==> config.mk <==
export PLATFORM = sky130hd
export DESIGN_NAME = ehl_buf_fifo
export DESIGN_NICKNAME = d
export VERILOG_FILES = /design/src/rtl/ehl_tech_pkg.sv /design/src/rtl/ehl_buf.sv /design/src/rtl/ehl_buf_fifo.sv
export SDC_FILE = /design/constraint.sdc
export NUM_CORES = 1
export LEC_CHECK = 0
export BUFFER_PORTS_ARGS = -buffer_cell sky130_fd_sc_hd__buf_2
export CORE_MARGIN = 4
export CORE_UTILIZATION = 45
export DETAILED_ROUTE_END_ITERATION = 6
export GPL_ROUTABILITY_DRIVEN = 0
export PLACE_DENSITY = 0.68
export SLEW_MARGIN = 10
export SYNTH_ARGS = -nofsm -noshare
export SYNTH_HDL_FRONTEND = slang
export SYNTH_HIERARCHICAL = 1
export SYNTH_SLANG_ARGS = --single-unit
==> constraint.sdc <==
create_clock -name clk -period 1.85 [get_ports clk]
set_input_delay 0.37 -clock clk [delete_from_list [all_inputs] [get_ports clk]]
set_output_delay 0.37 -clock clk [all_outputs]
set_load 0.02 [all_outputs]
==> src/rtl/ehl_tech_pkg.sv <==
// Technology encodings shared by the ehl_* buffer family, plus a constant-safe
// ceiling-log2 used to size occupancy and pointer fields.
package ehl_tech_pkg;

  localparam int TECH_RTL  = 0;  // generic behavioural logic
  localparam int TECH_CELL = 1;  // first vendor-mapped cell library

  // Smallest r such that 2**r >= value; returns 0 for value <= 1.
  function automatic int clog2(input int value);
    int result;
    result = 0;
    for (int i = 0; i < 31; i++) begin
      if ((1 << i) < value) result = i + 1;
    end
    return result;
  endfunction

endpackage

==> src/rtl/ehl_buf.sv <==
// Single-bit output buffer cell; TECHNOLOGY selects generic logic or the mapped cell.
module ehl_buf
  import ehl_tech_pkg::*;
#(
  parameter int TECHNOLOGY = TECH_RTL
) (
  input  logic a,
  output logic y
);

  generate
    if (TECHNOLOGY == TECH_RTL) begin : g_rtl
      assign y = a;
    end else begin : g_cell
      // Gate primitive stands in for the vendor buffer so both flavours simulate identically.
      buf u_cell (y, a);
    end
  endgenerate

endmodule

==> src/rtl/ehl_buf_fifo.sv <==
// DEPTH-entry elastic FIFO with valid/ready on both sides, occupancy and flush.
// All outputs come from registered state and leave through ehl_buf cells.
module ehl_buf_fifo
  import ehl_tech_pkg::*;
#(
  parameter  int WIDTH      = 8,
  parameter  int DEPTH      = 2,
  parameter  int TECHNOLOGY = TECH_RTL,
  localparam int LW         = clog2(DEPTH + 1)
) (
  input  logic             clk,
  input  logic             reset,
  input  logic             flush_i,
  input  logic [WIDTH-1:0] data_i,
  input  logic             valid_i,
  output logic             ready_o,
  output logic [WIDTH-1:0] data_o,
  output logic             valid_o,
  input  logic             ready_i,
  output logic [LW-1:0]    level_o
);

  localparam int PW = (DEPTH > 1) ? clog2(DEPTH) : 1;

  logic [WIDTH-1:0] mem [DEPTH];
  logic [PW-1:0]    wr_ptr;
  logic [PW-1:0]    rd_ptr;
  logic [LW-1:0]    count;
  logic [WIDTH-1:0] last_pop;

  logic             not_full;
  logic             not_empty;
  logic             push;
  logic             pop;
  logic [WIDTH-1:0] head_data;

  // Explicit wrap keeps non-power-of-2 depths inside the storage array.
  function automatic logic [PW-1:0] ptr_inc(input logic [PW-1:0] p);
    return (p == PW'(DEPTH - 1)) ? '0 : p + PW'(1);
  endfunction

  assign not_full  = (count != LW'(DEPTH));
  assign not_empty = (count != '0);
  assign push      = valid_i & not_full;
  assign pop       = not_empty & ready_i;

  // An empty queue keeps presenting the word that left last, not stale storage.
  assign head_data = not_empty ? mem[rd_ptr] : last_pop;

  // NOTE: storage is cleared on reset/flush because the head mux can expose any entry;
  // every state element here is sequential, so only non-blocking assignments are used.
  always_ff @(posedge clk) begin
    if (reset || flush_i) begin
      wr_ptr   <= '0;
      rd_ptr   <= '0;
      count    <= '0;
      last_pop <= '0;
      for (int i = 0; i < DEPTH; i++) mem[i] <= '0;
    end else begin
      if (push) begin
        mem[wr_ptr] <= data_i;
        wr_ptr      <= ptr_inc(wr_ptr);
      end
      if (pop) begin
        last_pop <= mem[rd_ptr];
        rd_ptr   <= ptr_inc(rd_ptr);
      end
      case ({push, pop})
        2'b10:   count <= count + LW'(1);
        2'b01:   count <= count - LW'(1);
        default: count <= count;
      endcase
    end
  end

  for (genvar b = 0; b < WIDTH; b++) begin : g_data_buf
    ehl_buf #(.TECHNOLOGY(TECHNOLOGY)) u_buf (.a(head_data[b]), .y(data_o[b]));
  end

  for (genvar b = 0; b < LW; b++) begin : g_level_buf
    ehl_buf #(.TECHNOLOGY(TECHNOLOGY)) u_buf (.a(count[b]), .y(level_o[b]));
  end

  ehl_buf #(.TECHNOLOGY(TECHNOLOGY)) u_valid_buf (.a(not_empty), .y(valid_o));
  ehl_buf #(.TECHNOLOGY(TECHNOLOGY)) u_ready_buf (.a(not_full),  .y(ready_o));

endmodule
== After elaboration in Yosys (flattened, before gate mapping) ==
Memory sizes are Yosys's and may differ from the RTL's. A register that Yosys moved wholly into a read port is not among the register bits.
Cells that the tools add are included.
Word-level totals
  register bits: 12
  memory bits (writable): 16
  word-level logic and storage cells: 32
  memories: 1
Memories
  mem: words 2, bits a word 8, read ports 1, clocked after Yosys merged registers in 1, wr ports 2, line ehl_buf_fifo.sv:25  | logic [WIDTH-1:0] mem [DEPTH];
Operators by class
  add/subtract/negate cells: 4
  equality and inequality tests: 3
  muxes and demuxes: 14
  bitwise operators: 2
  reduce and logical (&&, ||, !) cells: 4
Operators by type and width (number)
  $mux 8: 2
  $mux 1: 11
  $reduce_or 8->1: 1
  $pmux 2 s2: 1
  $reduce_bool 2->1: 2
  $add 1x1->1 const B: 2
  $add 2x1->2 const B: 1
  $and 1x1->1: 2
  $eq 2x1->1 const B: 1
  $eq 2x2->1 const B: 1
  $ne 2x2->1 const B: 1
  $sub 2x1->2 const B: 1
  $logic_or 1x1->1: 1

== Depth between registers and ports, before layout ==
  depth in word-level cells: 7
  depth in mapped cells: 7

== By module ==
Netlist, hierarchy kept.
Modules (own cells, without submodules)
  ehl_buf_fifo: times used 1, cells an instance 115, area each 1341.3 um^2
  ehl_buf: times used 12, cells an instance 1, area each 7.5 um^2

== Least setup slack after synthesis ==
No wires, ideal clock.
  kind: register -> register
  from: register count[1]
  to: register count[1]
  data arrival time: 1584 ps
  required time: 1784 ps
  setup slack: 200 ps
  cell stages (with the launch flop): 7
  path through: dfxtp_1 > o21a_1 > buf_6 > buf_8 > ha_1 > or3_1 > a21oi_2
Between the ends
  cells in the longest elaborated chain, start to end: 4
  elaborated cells on any way between the ends: 10
RTL lines
  start, declared: line ehl_buf_fifo.sv:28  | logic [LW-1:0] count;
  start signal, assigned: line ehl_buf_fifo.sv:69  | 2'b10: count <= count + LW'(1);
  start signal, assigned: line ehl_buf_fifo.sv:70  | 2'b01: count <= count - LW'(1);
  start signal, assigned: line ehl_buf_fifo.sv:71  | default: count <= count;
  $reduce_bool 2->1 (*): line ehl_buf_fifo.sv:43  | assign not_empty = (count != '0);
  $and 1x1->1 (*): line ehl_buf_fifo.sv:45  | assign pop = not_empty & ready_i;
  net pop: line ehl_buf_fifo.sv:34  | logic pop;
  $eq 2x1->1 / $eq 2x2->1 (equally long branches): line ehl_buf_fifo.sv:68  | case ({push, pop})
  $pmux 2 s2 / $reduce_bool 2->1 (equally long branches)
Mark *: on every way through the listed nets, which the timed path passes. The rest lies on a longest branch.
A chain may end at the register's enable or synchronous reset.

== Worst setup path after layout ==
  from: register count[1]
  to: output port data_o[1]
Between the ends
  cells in the longest elaborated chain, start to end: 2
RTL lines
  $reduce_bool 2->1: line ehl_buf_fifo.sv:43
  $mux 8: line ehl_buf_fifo.sv:48  | assign head_data = not_empty ? mem[rd_ptr] : last_pop;
  end, declared: line ehl_buf_fifo.sv:17  | output logic [WIDTH-1:0] data_o,
No other way between the ends.

==> metrics.txt <==
fraction of layout cells with a size suffix above 1 0.3706; area of the multi-input gates 564.3 um2; DRC Markers 0; status completed; slowest cell on the critical path dfxtp_4; top cells by area, synth edfxtp_1 (34%), dfxtp_1 (18%), a211oi_2 (7.0%), and2_1 (7.0%), buf_4 (6.3%); vias in the first global route 908; Setup-failing EPs final 0; Worst setup SP type flip-flop; Starting Density 0.4689; later-pin clock latency in the skew report 0.32 ns; num rows 20; remaining antenna violation count 0; CP Class flip-flop to output port; Worst Clk Skew 0.01137 ns; Mapped Avg Cell Area 11.27 um2; NumNets Final 156; critical path peak fanout 17; cells after synthesis 127; global-route wire length before repair 4.133 mm; RSZ-0062 raised after global routing yes; Critical Path RT 1.48 ns; Slew HR 0.5601; Ys Warns 6; final period utilization 0.9560; largest net degree at the start of global routing 18; Final Non-Filler Cells 187; first drt pass iteration count 2; Post-CTS Setup Inserts 0; placed insts 179; TritonCTS Buffers 5; post-DR wirelength/cell 13.07 um; Seq/Total Area, Yosys 0.5175; I/O pin count 25; CP Data Arrival Time 1.40 ns; Max Clk Rate 565.4 MHz; Final Critical Period 1.769 ns; Lkg Pwr 0.6189 nW; Synth cell types 27; clock-pin slew on the worst setup and hold paths 0.09 ns; initial antenna violation count 0; worst slew pin tran 0.6598 ns; die width 64.40 um; Mapped Area 0.001431 mm2; htree depth 2; n_diodes 0; GRT overflow 0; Slew Viols, Final 0; met3 wire length 137 um; post-synth top area share 0.3357; metal2 WL 1.101 mm; largest area contributor in the netlist edfxtp_1; worst setup margin 0.08146 ns; most used flip-flop cell after synthesis edfxtp_1; Crit path largest cell delay 0.37 ns; CTS max path bufs 2; maxcap violations 0; post-DR vias/cell 4.840; Area after DPL 0.001481 mm2; Hold Crit Class primary input to flip-flop; EDFF count, synth 16; nature of the critical path endpoint output port; Area Overhead vs Synth 11.98%; die area 0.004147 mm2; Layout fillers 287; Initial DRC Count 49; critical path, cell by cell or2_1, buf_6, a21oi_1, buf_2; setup slack at placement 0.2288 ns; die height 64.40 um; CTS tree yes; PwrDens 883.1 mW/mm2; Final Hold Vio Count 0; Post-synth ARST share 0; DRT Wirelength 2.444 mm; Hold Slack 0.3288 ns; GRT Resource Usage Total 0.1322; Sequential Area 752.0 um2; Final HPWL DP 1.855 mm; Yosys reg bits 29; Top Layer Used met4; clock sinks 29; Core ar. 0.003053 mm2; cell family with most CP delay flip-flops; Mapped Nets 141; met1 WL 1.168 mm; number of vias in the routed layout 905; port buffer count 24; fin area 0.001603 mm2; clock root cell clkbuf_4; Peak VDD IR 0.3554 mV; Crit path buffers/inverters 2
metal layers:
metal	vias up	GRT usage
li1	455	-
met1	424	0.1613
met2	21	0.2036
met3	5	0.05097
met4	0	0.06332
met5	-	0
cell usage after synthesis (2+ instances only):
cell	n
or2_1	2
buf_2	3
buf_6	2
xnor2_1	2
and2_1	16
a21oi_1	9
nor2_1	20
nand2_1	2
a211oi_2	8
dfxtp_1	13
buf_4	12
edfxtp_1	16
mux2i_1	8
worst paths after layout:
path / startpoint / depth (start not counted) / endpoint / slack [ns]
hold / removal: data_i[2] / 2 / mem[0][2]$_SDFFCE_PN0P_ / 0.33
setup reg to reg: count[0]$_SDFFE_PP0P_ / 5 / count[1]$_SDFFE_PP0P_ / 0.34
setup / recovery: count[1]$_SDFFE_PP0P_ / 4 / data_o[1] / 0.08
hold reg to reg: last_pop[1]$_SDFFE_PP0P_ / 2 / last_pop[1]$_SDFFE_PP0P_ / 0.53
cell usage in the layout (no fill, tap or decap), types with 3 or more instances in the layout:
| master | n |
|---|---|
| buf_4 | 6 |
| mux2i_2 | 5 |
| and2_1 | 16 |
| a21oi_1 | 9 |
| clkbuf_4 | 5 |
| nor2_1 | 19 |
| a211oi_2 | 8 |
| dfxtp_1 | 10 |
| dfxtp_4 | 3 |
| buf_2 | 20 |
| mux2i_1 | 3 |
| edfxtp_1 | 16 |
repair_timing:
| action | CTS | global route |
|---|---|---|
| gates resized for setup | 2 | 15 |
| hold buffers | 0 | 0 |
| setup endpoints to repair | 8 | 8 |
metrics by stage:
| step | setup TNS (ns) | power (mW) | utilization |
|---|---|---|---|
| 4_1_cts | 0 | 1.417 | 0.5107 |
| 3_5_place_dp | 0 | 0.9230 | 0.4852 |
| 3_3_place_gp | 0 | 0.9156 | 0.4852 |
| 6_report | 0 | 1.415 | 0.5250 |
| 2_1_floorplan | 0 | 0.9035 | - |
| 5_1_grt | -0.03261 | 1.471 | 0.5250 |
cell families after synthesis:
family	Yosys count	share of synthesized area
AND/OR/NAND/NOR	46	0.1731
multiplexers	8	0.05595
adder cells (fa/ha/maj)	1	0.008740
buffers and inverters	19	0.1031
AO/OA/AOI/OAI	21	0.1233
XOR/XNOR	3	0.01836
flip-flops	29	0.5175
cell type report:
class	count	share of cell area
sequential	29	0.4692
multi-input combinational	79	0.3521
timing repair buffer	27	0.09758
tap	44	0.03435
clock buffer	6	0.02576
clock inverter	2	0.02108
state kept, by name (all words and copies together) (netlist names), named ones only:
register  cells
wr_ptr        1
count         2
last_pop      8
mem          16
rd_ptr        1
power by group:
part	switching [mW]	internal, mW
sequential	0.0179	0.705
clock	0.216	0.281
combinational	0.117	0.0786
Note: power is estimated with default switching activity, not from simulation.
